<file path="src/rtl/sha3_seq_pkg.sv">
// Shared constants, state encoding and core-bus request helpers for the SHA-3 sequencer.
package sha3_seq_pkg;

   localparam logic [7:0] ADDR_CTRL   = 8'h08;
   localparam logic [7:0] ADDR_STATUS = 8'h09;
   localparam logic [7:0] ADDR_BLOCK  = 8'h40;
   localparam logic [7:0] ADDR_DIGEST = 8'h80;

   localparam int CTRL_INIT  = 0;
   localparam int CTRL_NEXT  = 1;
   localparam int STAT_READY = 0;

   typedef enum logic [3:0] {
      ST_IDLE    = 4'd0,
      ST_LOAD    = 4'd1,
      ST_CMD     = 4'd2,
      ST_GAP     = 4'd3,
      ST_POLL_RQ = 4'd4,
      ST_POLL_CK = 4'd5,
      ST_RD_RQ   = 4'd6,
      ST_RD_CK   = 4'd7,
      ST_OUT     = 4'd8
   } state_e;

   typedef struct packed {
      logic        cs;
      logic        we;
      logic [7:0]  addr;
      logic [31:0] wdata;
   } core_req_t;

   localparam core_req_t REQ_IDLE = '0;

   function automatic core_req_t core_wr(input logic [7:0] addr, input logic [31:0] data);
      core_req_t r;
      r.cs    = 1'b1;
      r.we    = 1'b1;
      r.addr  = addr;
      r.wdata = data;
      return r;
   endfunction

   function automatic core_req_t core_rd(input logic [7:0] addr);
      core_req_t r;
      r.cs    = 1'b1;
      r.we    = 1'b0;
      r.addr  = addr;
      r.wdata = 32'h0;
      return r;
   endfunction

endpackage

</file>
<file path="src/rtl/sha3_seq_ctrl_if.sv">
// Bundles the message stream, digest stream, core register bus and status flags.
interface sha3_seq_ctrl_if;

   logic        s_valid;
   logic        s_ready;
   logic [31:0] s_data;
   logic        s_first;
   logic        s_last;

   logic        m_valid;
   logic        m_ready;
   logic [31:0] m_data;
   logic        m_last;

   logic        core_cs;
   logic        core_we;
   logic [7:0]  core_addr;
   logic [31:0] core_wdata;
   logic [31:0] core_rdata;

   logic        busy;
   logic        err;

   modport slave (
      input  s_valid, s_data, s_first, s_last, m_ready, core_rdata,
      output s_ready, m_valid, m_data, m_last,
      output core_cs, core_we, core_addr, core_wdata, busy, err
   );

   modport master (
      output s_valid, s_data, s_first, s_last, m_ready, core_rdata,
      input  s_ready, m_valid, m_data, m_last,
      input  core_cs, core_we, core_addr, core_wdata, busy, err
   );

endinterface

</file>
<file path="src/rtl/sha3_seq_ctrl.sv">
// Sequences message blocks into an external SHA-3 core and streams the digest back out.
// Optional poll timeout enabled by defining SHA3_SEQ_TIMEOUT_EN.
module sha3_seq_ctrl
   import sha3_seq_pkg::*;
#(
   parameter int BLOCK_WORDS  = 34,
   parameter int DIGEST_WORDS = 8,
   parameter int POLL_TIMEOUT = 1024
) (
   input  logic            clk,
   input  logic            rst,
   sha3_seq_ctrl_if.slave  bus
);

   localparam int WCW = $clog2(BLOCK_WORDS > 1 ? BLOCK_WORDS : 2);
   localparam int KW  = $clog2(DIGEST_WORDS > 1 ? DIGEST_WORDS : 2);

   localparam logic [3:0] S_IDLE    = ST_IDLE;
   localparam logic [3:0] S_LOAD    = ST_LOAD;
   localparam logic [3:0] S_CMD     = ST_CMD;
   localparam logic [3:0] S_GAP     = ST_GAP;
   localparam logic [3:0] S_POLL_RQ = ST_POLL_RQ;
   localparam logic [3:0] S_POLL_CK = ST_POLL_CK;
   localparam logic [3:0] S_RD_RQ   = ST_RD_RQ;
   localparam logic [3:0] S_RD_CK   = ST_RD_CK;
   localparam logic [3:0] S_OUT     = ST_OUT;

   logic [3:0]     state_q, state_d;
   logic [WCW-1:0] wcnt_q, wcnt_d;
   logic [KW-1:0]  k_q, k_d;
   logic [1:0]     gap_q, gap_d;
   logic           first_q, first_d;
   logic           last_q, last_d;
   core_req_t      req_q, req_d;
   logic           m_valid_q, m_valid_d;
   logic [31:0]    m_data_q, m_data_d;
   logic           m_last_q, m_last_d;
   logic [31:0]    ctrl_word;
   logic           s_ready;
   logic           accept;
   logic           timeout_hit;

   // Blocks the stream while reset is held so nothing is accepted mid-reset.
   assign s_ready = ((state_q == S_IDLE) || (state_q == S_LOAD)) && !rst;
   assign accept  = bus.s_valid && s_ready;

   always_comb begin
      ctrl_word            = 32'h0;
      ctrl_word[CTRL_INIT] = first_q;
      ctrl_word[CTRL_NEXT] = ~first_q;
   end

   always_comb begin
      state_d   = state_q;
      wcnt_d    = wcnt_q;
      k_d       = k_q;
      gap_d     = gap_q;
      first_d   = first_q;
      last_d    = last_q;
      req_d     = REQ_IDLE;
      m_valid_d = m_valid_q;
      m_data_d  = m_data_q;
      m_last_d  = m_last_q;
      case (state_q)
         S_IDLE, S_LOAD: begin
            if (accept) begin
               req_d = core_wr(ADDR_BLOCK + 8'(wcnt_q), bus.s_data);
               if (wcnt_q == '0) first_d = bus.s_first;
               if (wcnt_q == WCW'(BLOCK_WORDS - 1)) begin
                  last_d  = bus.s_last;
                  wcnt_d  = '0;
                  state_d = S_CMD;
               end else begin
                  wcnt_d  = wcnt_q + 1'b1;
                  state_d = S_LOAD;
               end
            end
         end
         S_CMD: begin
            req_d   = core_wr(ADDR_CTRL, ctrl_word);
            gap_d   = 2'd0;
            state_d = S_GAP;
         end
         // Control write occupies the first GAP cycle; two idle bus cycles follow.
         S_GAP: begin
            if (gap_q == 2'd2) begin
               req_d   = core_rd(ADDR_STATUS);
               state_d = S_POLL_RQ;
            end else begin
               gap_d = gap_q + 2'd1;
            end
         end
         S_POLL_RQ: state_d = S_POLL_CK;
         S_POLL_CK: begin
            if (bus.core_rdata[STAT_READY]) begin
               if (last_q) begin
                  req_d   = core_rd(ADDR_DIGEST + 8'(k_q));
                  state_d = S_RD_RQ;
               end else begin
                  state_d = S_IDLE;
               end
            end else if (timeout_hit) begin
               state_d = S_IDLE;
            end else begin
               req_d   = core_rd(ADDR_STATUS);
               state_d = S_POLL_RQ;
            end
         end
         S_RD_RQ: state_d = S_RD_CK;
         S_RD_CK: begin
            m_data_d  = bus.core_rdata;
            m_valid_d = 1'b1;
            m_last_d  = (k_q == KW'(DIGEST_WORDS - 1));
            state_d   = S_OUT;
         end
         S_OUT: begin
            if (bus.m_ready) begin
               m_valid_d = 1'b0;
               m_last_d  = 1'b0;
               if (k_q == KW'(DIGEST_WORDS - 1)) begin
                  k_d     = '0;
                  state_d = S_IDLE;
               end else begin
                  k_d     = k_q + 1'b1;
                  req_d   = core_rd(ADDR_DIGEST + 8'(k_q) + 8'd1);
                  state_d = S_RD_RQ;
               end
            end
         end
         default: state_d = S_IDLE;
      endcase
   end

   always_ff @(posedge clk or posedge rst) begin
      if (rst) begin
         state_q   <= S_IDLE;
         wcnt_q    <= '0;
         k_q       <= '0;
         gap_q     <= 2'd0;
         first_q   <= 1'b0;
         last_q    <= 1'b0;
         req_q     <= REQ_IDLE;
         m_valid_q <= 1'b0;
         m_data_q  <= 32'h0;
         m_last_q  <= 1'b0;
      end else begin
         state_q   <= state_d;
         wcnt_q    <= wcnt_d;
         k_q       <= k_d;
         gap_q     <= gap_d;
         first_q   <= first_d;
         last_q    <= last_d;
         req_q     <= req_d;
         m_valid_q <= m_valid_d;
         m_data_q  <= m_data_d;
         m_last_q  <= m_last_d;
      end
   end

`ifdef SHA3_SEQ_TIMEOUT_EN
   localparam int PCW = $clog2(POLL_TIMEOUT + 1);

   logic [PCW-1:0] poll_cnt_q, poll_cnt_d;
   logic           err_q, err_d;

   always_comb begin
      poll_cnt_d = poll_cnt_q;
      if (state_q == S_CMD) poll_cnt_d = '0;
      else if (state_q == S_POLL_RQ) poll_cnt_d = poll_cnt_q + 1'b1;
   end

   assign timeout_hit = (poll_cnt_q == PCW'(POLL_TIMEOUT));
   assign err_d       = (state_q == S_POLL_CK) && !bus.core_rdata[STAT_READY] && timeout_hit;

   always_ff @(posedge clk or posedge rst) begin
      if (rst) begin
         poll_cnt_q <= '0;
         err_q      <= 1'b0;
      end else begin
         poll_cnt_q <= poll_cnt_d;
         err_q      <= err_d;
      end
   end

   assign bus.err = err_q;
`else
   wire unused_poll_timeout = (POLL_TIMEOUT > 0);

   assign timeout_hit = 1'b0;
   assign bus.err     = 1'b0;
`endif

   assign bus.s_ready    = s_ready;
   assign bus.m_valid    = m_valid_q;
   assign bus.m_data     = m_data_q;
   assign bus.m_last     = m_last_q;
   assign bus.core_cs    = req_q.cs;
   assign bus.core_we    = req_q.we;
   assign bus.core_addr  = req_q.addr;
   assign bus.core_wdata = req_q.wdata;
   assign bus.busy       = (state_q != S_IDLE);

endmodule

</file>
<file path="src/flat_wrapper.sv">
// flat-port wrapper written by rule: the top's interface ports become plain ports
module sha3_seq_ctrl_flat import sha3_seq_pkg::*;
#(
   parameter int BLOCK_WORDS  = 34,
   parameter int DIGEST_WORDS = 8,
   parameter int POLL_TIMEOUT = 1024
)
  (clk, rst, bus_s_valid, bus_s_data, bus_s_first, bus_s_last, bus_m_ready, bus_core_rdata, bus_s_ready, bus_m_valid, bus_m_data, bus_m_last, bus_core_cs, bus_core_we, bus_core_addr, bus_core_wdata, bus_busy, bus_err);
  sha3_seq_ctrl_if bus_i ();
  input  logic clk;
  input  logic rst;
  input wire logic [$bits(bus_i.s_valid)-1:0] bus_s_valid;
  input wire logic [$bits(bus_i.s_data)-1:0] bus_s_data;
  input wire logic [$bits(bus_i.s_first)-1:0] bus_s_first;
  input wire logic [$bits(bus_i.s_last)-1:0] bus_s_last;
  input wire logic [$bits(bus_i.m_ready)-1:0] bus_m_ready;
  input wire logic [$bits(bus_i.core_rdata)-1:0] bus_core_rdata;
  output wire logic [$bits(bus_i.s_ready)-1:0] bus_s_ready;
  output wire logic [$bits(bus_i.m_valid)-1:0] bus_m_valid;
  output wire logic [$bits(bus_i.m_data)-1:0] bus_m_data;
  output wire logic [$bits(bus_i.m_last)-1:0] bus_m_last;
  output wire logic [$bits(bus_i.core_cs)-1:0] bus_core_cs;
  output wire logic [$bits(bus_i.core_we)-1:0] bus_core_we;
  output wire logic [$bits(bus_i.core_addr)-1:0] bus_core_addr;
  output wire logic [$bits(bus_i.core_wdata)-1:0] bus_core_wdata;
  output wire logic [$bits(bus_i.busy)-1:0] bus_busy;
  output wire logic [$bits(bus_i.err)-1:0] bus_err;
  assign bus_i.s_valid = bus_s_valid;
  assign bus_i.s_data = bus_s_data;
  assign bus_i.s_first = bus_s_first;
  assign bus_i.s_last = bus_s_last;
  assign bus_i.m_ready = bus_m_ready;
  assign bus_i.core_rdata = bus_core_rdata;
  assign bus_s_ready = bus_i.s_ready;
  assign bus_m_valid = bus_i.m_valid;
  assign bus_m_data = bus_i.m_data;
  assign bus_m_last = bus_i.m_last;
  assign bus_core_cs = bus_i.core_cs;
  assign bus_core_we = bus_i.core_we;
  assign bus_core_addr = bus_i.core_addr;
  assign bus_core_wdata = bus_i.core_wdata;
  assign bus_busy = bus_i.busy;
  assign bus_err = bus_i.err;
  sha3_seq_ctrl #(.BLOCK_WORDS(BLOCK_WORDS), .DIGEST_WORDS(DIGEST_WORDS), .POLL_TIMEOUT(POLL_TIMEOUT)) u_core (.clk(clk), .rst(rst), .bus(bus_i));
endmodule
</file>
<file path="config.mk">
export PLATFORM = sky130hd
export DESIGN_NAME = sha3_seq_ctrl_flat
export DESIGN_NICKNAME = d
export VERILOG_FILES = /design/src/rtl/sha3_seq_pkg.sv /design/src/rtl/sha3_seq_ctrl_if.sv /design/src/rtl/sha3_seq_ctrl.sv /design/src/flat_wrapper.sv
export SDC_FILE = /design/constraint.sdc
export NUM_CORES = 1
export LEC_CHECK = 0
export BUFFER_PORTS_ARGS = -buffer_cell sky130_fd_sc_hd__buf_4
export CORE_AREA = 2 2 108 110
export DETAILED_ROUTE_END_ITERATION = 10
export DIE_AREA = 0 0 110 112
export PLACE_DENSITY = 0.59
export REMOVE_ABC_BUFFERS = 1
export SETUP_SLACK_MARGIN = 0.2
export SLEW_MARGIN = 20
export SYNTH_ARGS = -nofsm -noshare
export SYNTH_HDL_FRONTEND = slang
export SYNTH_SLANG_ARGS = --single-unit
</file>
<file path="constraint.sdc">
create_clock -name clk -period 3.5 [get_ports clk]
set_input_delay 0.175 -clock clk [delete_from_list [all_inputs] [get_ports clk]]
set_output_delay 0.175 -clock clk [all_outputs]
set_load 0.05 [all_outputs]
</file>
==> out/results.ini, run 1 <==
[critical_path]
critPathLaunchType=register
rr_endpoint=u_core.bus.m_data[5]
worst-endpoint-arrival_ns=2.29
r2r-start=u_core.state_q[3]
cp_slowest_cell=dfrtp_1
worstSetupPathType=reg2reg
cp_max_fo=36
rrSetupSlack_ns=1.42
crit_family=simple AND/OR/NAND/NOR gates
worstRegToRegCells=3
crit_required_ns=3.71
critPathMaxStageDelay_ns=0.57
path_buf_inv=0
crit_chain=and2b_2 -> nand3_4 -> mux2_4
critPathCaptureType=register

[clocking]
cts.path.max_buffers=2
clockRootBuffer=clkbuf_16
numCtsBuffers=9
postCtsSetupBuffers=0
cts_max_level=3
clk_latency_ns=0.34
ctsResizeCount=0
cts.sinks=93
cts_tree=yes
path_clk_slew_ns=0.07
cts_hold_buf=0

[timing]
layout_min_cycle_time_ns=2.076
clock_skew_ns=0.01093
finalMaxSlewViolations=0
setup_viol=0
max_slew_margin=0.4252
clock.fmax_ghz=0.4817
finalCritPeriodShare=0.5932
setup_tns_ns=0
worst_slew_pin_slew_ns=0.8622
finalHoldViolCount=0
whs_ns=0.04529
rsz0062_at_grt=no

[run]
maxCapViolCount=0

[logic_synthesis]
synth_cell_type_count=49
synth_edf_count=0
synth_seq_area_share=0.6045
async_flop_share=1.000
ys_ff_latch=93
netlist_area_um2=3850
postSynthCellCount=293
synth_ff_type=dfrtp_1
syn_area_per_cell_um2=13.14
ys_warn_count=0

[route]
drt-total-wl_um=9218
avgViaCountPerCell=4.785
drtAntennaViolNets=0
num_vias=2804
wl_per_cell_um=15.73
route.detailed.drc=0
drt-initial-drc-count=171
first_pass_iters=4

[floorplanning]
rows=39
core_area_um2=11170
ios=149
die_w_um=110
die-height_um=112
die_area_um2=12320
start_util=0.3445

[power_and_ir_drop]
p_leak_nw=2.870
ir_worst_vdd_uv=199.7
p_total_mw=2.599
powerDensity_nw_per_um2=485.6

[layout]
antennaDiodeCount=0
layout.nets=514
area_growth_pct=39.03
drive_above_1_share=0.4718
layoutNonFillerInstCount=586

[placed_design]
dp_hpwl_um=6374
gp_congestion=0.8111
port_buffers=147
dp.cells=570

[grt]
grt_pass1_vias=2916
antenna_found_initial=0
grt_first_pass_wirelength_um=14660
grtUsageTotal=0.1542
grt_max_degree=72
grt-ovfl-total=0

[outcome]
status=complete, no violations

[worst_hold_path]
hp-class=in2async

-- metal layers --
layer	up-vias	global-route usage	share of wire
met5	-	0	0
met4	0	0.06751	0.016
met3	12	0.03513	0.064
met2	101	0.2503	0.49
met1	1369	0.1949	0.43
li1	1322	-	-
-- worst reg2reg max path, stage by stage (launching register included) --
cell and delay [ns]:
dfrtp_1 0.57, and2b_2 0.37, nand3_4 0.50, mux2_4 0.52
-- flip-flops by register name, summed over array words and instances, names as in the netlist --
| register | flops |
|---|---|
| u_core.gap_q | 2 |
| u_core.bus.m_data | 32 |
| u_core.bus.m_valid | 1 |
| u_core.bus.core_cs | 1 |
| u_core.first_q | 1 |
| u_core.state_q | 4 |
| u_core.last_q | 1 |
| u_core.bus.core_we | 1 |
| u_core.wcnt_q | 6 |
| u_core.k_q | 3 |
| u_core.bus.core_addr | 8 |
| u_core.bus.m_last | 1 |
| u_core.bus.core_wdata | 32 |
-- cell families after synthesis --
logic type	count (synthesis)	synth area share
other	1	0.0009740
muxes	34	0.1248
adders and majority gates	6	0.01950
DFF	93	0.6045
buffers and inverters	24	0.03315
and+or+nand+nor	98	0.1518
xor gates and xnor gates	2	0.004551
AOI/OAI and AO/OA	35	0.06078
-- worst max path at each step --
stage	from	to	slack [ns]	cells past startpoint
after global routing	u_core.state_q[3]	u_core.bus.m_data[5]	1.32	3
after floorplan	rst	u_core.bus.core_addr[0]	0.90	1
after global placement	u_core.state_q[3]	u_core.bus.m_data[7]	1.49	3
final	u_core.state_q[3]	u_core.bus.m_data[5]	1.42	3
after detailed placement	u_core.state_q[3]	u_core.bus.m_data[20]	1.42	3
after CTS	u_core.state_q[3]	u_core.bus.m_data[9]	1.42	3
-- cell usage after synthesis (all sizes together) (2+ instances only) --
cell type  number  area share
nand2          19       0.019
nor3            4      0.0081
and3           35       0.057
ha              6       0.019
nand4b          2      0.0046
a21o            4      0.0078
a22o            2      0.0046
nand3           9       0.015
nor3b           2      0.0039
o21ai          12       0.016
nor2            6      0.0065
xnor2           2      0.0046
nand2b          8       0.013
a21oi           6      0.0078
mux2           34        0.12
or4             2      0.0039
clkbuf          7      0.0068
nor2b           2      0.0032
buf             9       0.019
inv             8      0.0078
a32oi           2      0.0046
dfrtp          93        0.60
-- stage by stage --
step / area (um2) / utilization / worst slack, ns
2_1_floorplan: 3752 / - / 0.9047
3_3_place_gp: 5062 / 0.4530 / 1.491
3_5_place_dp: 5062 / 0.4530 / 1.423
4_1_cts: 5353 / 0.4790 / 1.417
5_1_grt: 5353 / 0.4790 / 1.316
6_report: 5353 / 0.4790 / 1.424
-- power breakdown --
group | switching (mW) | internal, mW | total, mW
logic | 0.273 | 0.183 | 0.456
registers | 0.0621 | 1.15 | 1.21
clock network | 0.436 | 0.498 | 0.934
total | 0.771 | 1.83 | 2.60
-- cell type report --
| class | instances | area, um2 |
|---|---|---|
| tap | 143 | 178.9 |
| fill | 1019 | 5822 |
| multi-input combinational | 176 | 1398 |
| sequential | 93 | 2327 |
| clock inverter | 7 | 65.06 |
| timing repair buffer | 150 | 1126 |
| clock buffer | 9 | 225.2 |
| inverter | 8 | 32.53 |
-- cells in the final DEF (no fill, tap or decap), drive strengths merged, types with 2 or more instances in the layout --
master,instances
a21o,4
a21oi,6
a22o,2
a32oi,2
and3,35
buf,150
clkbuf,9
clkinv,3
dfrtp,93
ha,6
inv,11
mux2,34
nand2,19
nand2b,8
nand3,9
nand4b,2
nor2,6
nor2b,2
nor3,4
nor3b,2
o21ai,12
or4,2
xnor2,2
Power figures use the tool's default switching activity.
==> run 2, diff against run 1 <==
ABC_AREA = 1   (was default)
PLACE_DENSITY = 0.61   (was 0.59)
clock period = 1.8 ns   (was 3.5 ns; I/O delays follow)
==> run 2 against run 1 <==
Net effect: sequential power up 97%; global-route usage up 0.50 points; flip-flop and latch count is the same; wire length is 2.8% higher; via count rose by 10%; setup slack worse by 1.1 ns; synthesized area shrank 0.16%; final area rose by 14%; final cell count up 23%; clock skew down 0.0059 ns; critical endpoint is now bus_s_ready; highest routed layer unchanged.
==> out/results.ini, run 2 <==
[critical_path]
rrSetupSlack_ns=0.35
worst-endpoint-arrival_ns=1.38
critPathLaunchType=register
rr_endpoint=u_core.wcnt_q[0]
crit_required_ns=1.71
worstSetupPathType=reg2out
cp_max_fo=4
r2r-start=u_core.state_q[2]
critPathCaptureType=output port
worstRegToRegCells=6

[power_and_ir_drop]
ir_worst_vdd_uv=425.3
p_comb_frac=0.208
clkPwrFrac=0.363
switchingPower_mw=1.569
powerDensity_nw_per_um2=908.3
p_leak_nw=3.322
p_sw_frac=0.2826
p_int_mw=3.983
seqPwrFrac=0.428
p_total_mw=5.552

[clocking]
clk_latency_ns=0.34
path_clk_slew_ns=0.06
numCtsBuffers=9
cts_tree=yes
cts_max_level=3
clockRootBuffer=clkbuf_16
cts.sinks=93
cts.path.max_buffers=2

[layout]
fin_util=0.5470
final_common_cell=buf_4
area_growth_pct=59.02
antennaDiodeCount=0
stdcell_area_um2=6112
layoutNonFillerInstCount=721
layout_common_cells=buf_4, dfrtp_1, dlygate4sd3_1
layout.nets=649
drive_above_1_share=0.3599

[floorplanning]
ios=149
die_area_um2=12320
die-height_um=112
start_util=0.3440
rows=39
core_area_um2=11170
die_w_um=110

[logic_synthesis]
netlist_area_um2=3844
syn_area_per_cell_um2=10.86
yosys-top-cells-area=dfrtp_1, mux2_4, inv_1, nand2_1, nor2_1
synth_top_area_frac=0.6055
async_flop_share=1.000
ys_warn_count=0
synth_edf_count=0
synth_commonest_cells=dfrtp_1, inv_1, nand2_1, nor2_1, mux2_4
ys_ff_latch=93
synth_seq_area_share=0.6055
yosys.area.top_type=dfrtp_1
synth_ff_type=dfrtp_1
synth_cell_type_count=27
yosysMostFrequentCell=dfrtp_1
postSynthCellCount=354

[timing]
max_slew_margin=0.6558
finalMaxSlewViolations=0
rsz0062_at_grt=no
setup_tns_ns=0
whs_ns=0.07620
finalCritPeriodShare=0.8158
worst_slew_pin_slew_ns=0.5163
clock_skew_ns=0.005069
layout_min_cycle_time_ns=1.469
layout_setup_ws_ns=0.3315
setup_viol=0
clock.fmax_ghz=0.6810
finalHoldViolCount=0

[grt]
grt_pass1_vias=3132
grtUsageTotal=0.1592
grt_max_degree=94
grt-ovfl-total=0
antenna_found_initial=0
grt_first_pass_wirelength_um=15010

[worst_hold_path]
holdPathEnd=u_core.bus.m_data[0]
hp-class=in2reg
hold_depth=3
hp-start=bus_core_rdata[0]

[placed_design]
placed_cell_area_um2=5096
gp_congestion=0.8801
dp_hpwl_um=6403
dp.cells=639
port_buffers=147
dpl_worst_slack_ns=0.2340

[route]
route.detailed.drc=0
drt-initial-drc-count=175
drt-total-wl_um=9478
wl_per_cell_um=13.15
first_pass_iters=4
num_vias=3090
drtAntennaViolNets=0
avgViaCountPerCell=4.286

[outcome]
status=complete, no violations

[run]
maxCapViolCount=0

## run 2: cell types whose count changed in the layout (fill, tap and decap cells not counted), sizes merged, moves of 4 or more
cell	change
dlygate4sd3	+66
nand2	+35
a21o	-4
nand3	+4
nand4	+6
nand2b	-8
and3	-35
nor2	+47
inv	+51
## run 2: worst max-delay path by stage
stage / cells past startpoint / start / slack, ns / to
2_1_floorplan: 5 / rst / -0.74 / u_core.state_q[1]
3_3_place_gp: 4 / u_core.state_q[1] / 0.27 / u_core.bus.m_data[30]
3_5_place_dp: 4 / u_core.state_q[1] / 0.23 / u_core.bus.m_data[30]
4_1_cts: 6 / u_core.state_q[2] / 0.23 / u_core.bus.core_wdata[28]
5_1_grt: 6 / u_core.state_q[2] / 0.18 / u_core.wcnt_q[0]
6_report: 4 / u_core.state_q[2] / 0.33 / bus_s_ready
## run 2: kinds of logic after synthesis
| group | synth area share |
|---|---|
| muxes | 0.1143 |
| buffers and inverters | 0.07812 |
| and+or+nand+nor | 0.1462 |
| adders and majority gates | 0.01953 |
| AOI/OAI and AO/OA | 0.02864 |
| xor gates and xnor gates | 0.006837 |
| other | 0.0009756 |
| DFF | 0.6055 |
## run 2: cell type report
class                      count  area (um2)
timing repair buffer         216        1803
tap                          143       178.9
sequential                    93        2327
inverter                      62       235.2
fill                         965        5062
multi-input combinational    191        1242
clock buffer                  10       239.0
clock inverter                 6       86.33
## run 2: timing repair
item,4_1_cts,5_1_grt
hold endpoints to repair,158,0
resized for setup,0,6
hold buffers,66,0
endpoints found under the setup margin,0,72
buffers inserted,0,0
## run 2: metal layers
metal	vias up	routed length, um	global-route usage
met2	90	4723	0.2630
met3	19	609	0.04040
met4	0	229	0.07004
met1	1438	3916	0.1942
met5	-	0	0
li1	1543	-	-
## run 2: critical path: stages, from the launching register on
cell and delay (ns):
dfrtp_1 0.44, nor2_4 0.16, nand2_2 0.12, nor2_4 0.15, buf_6 0.18
## run 2: power groups by stage
stage                     registers [mW]  logic [mW]  clock network, mW
after floorplan                     2.70       0.372                  0
after global placement              2.41        1.04                  0
after detailed placement            2.41        1.05                  0
after CTS                           2.38        1.17               2.08
after global routing                2.40        1.26               2.20
final                               2.38        1.16               2.02
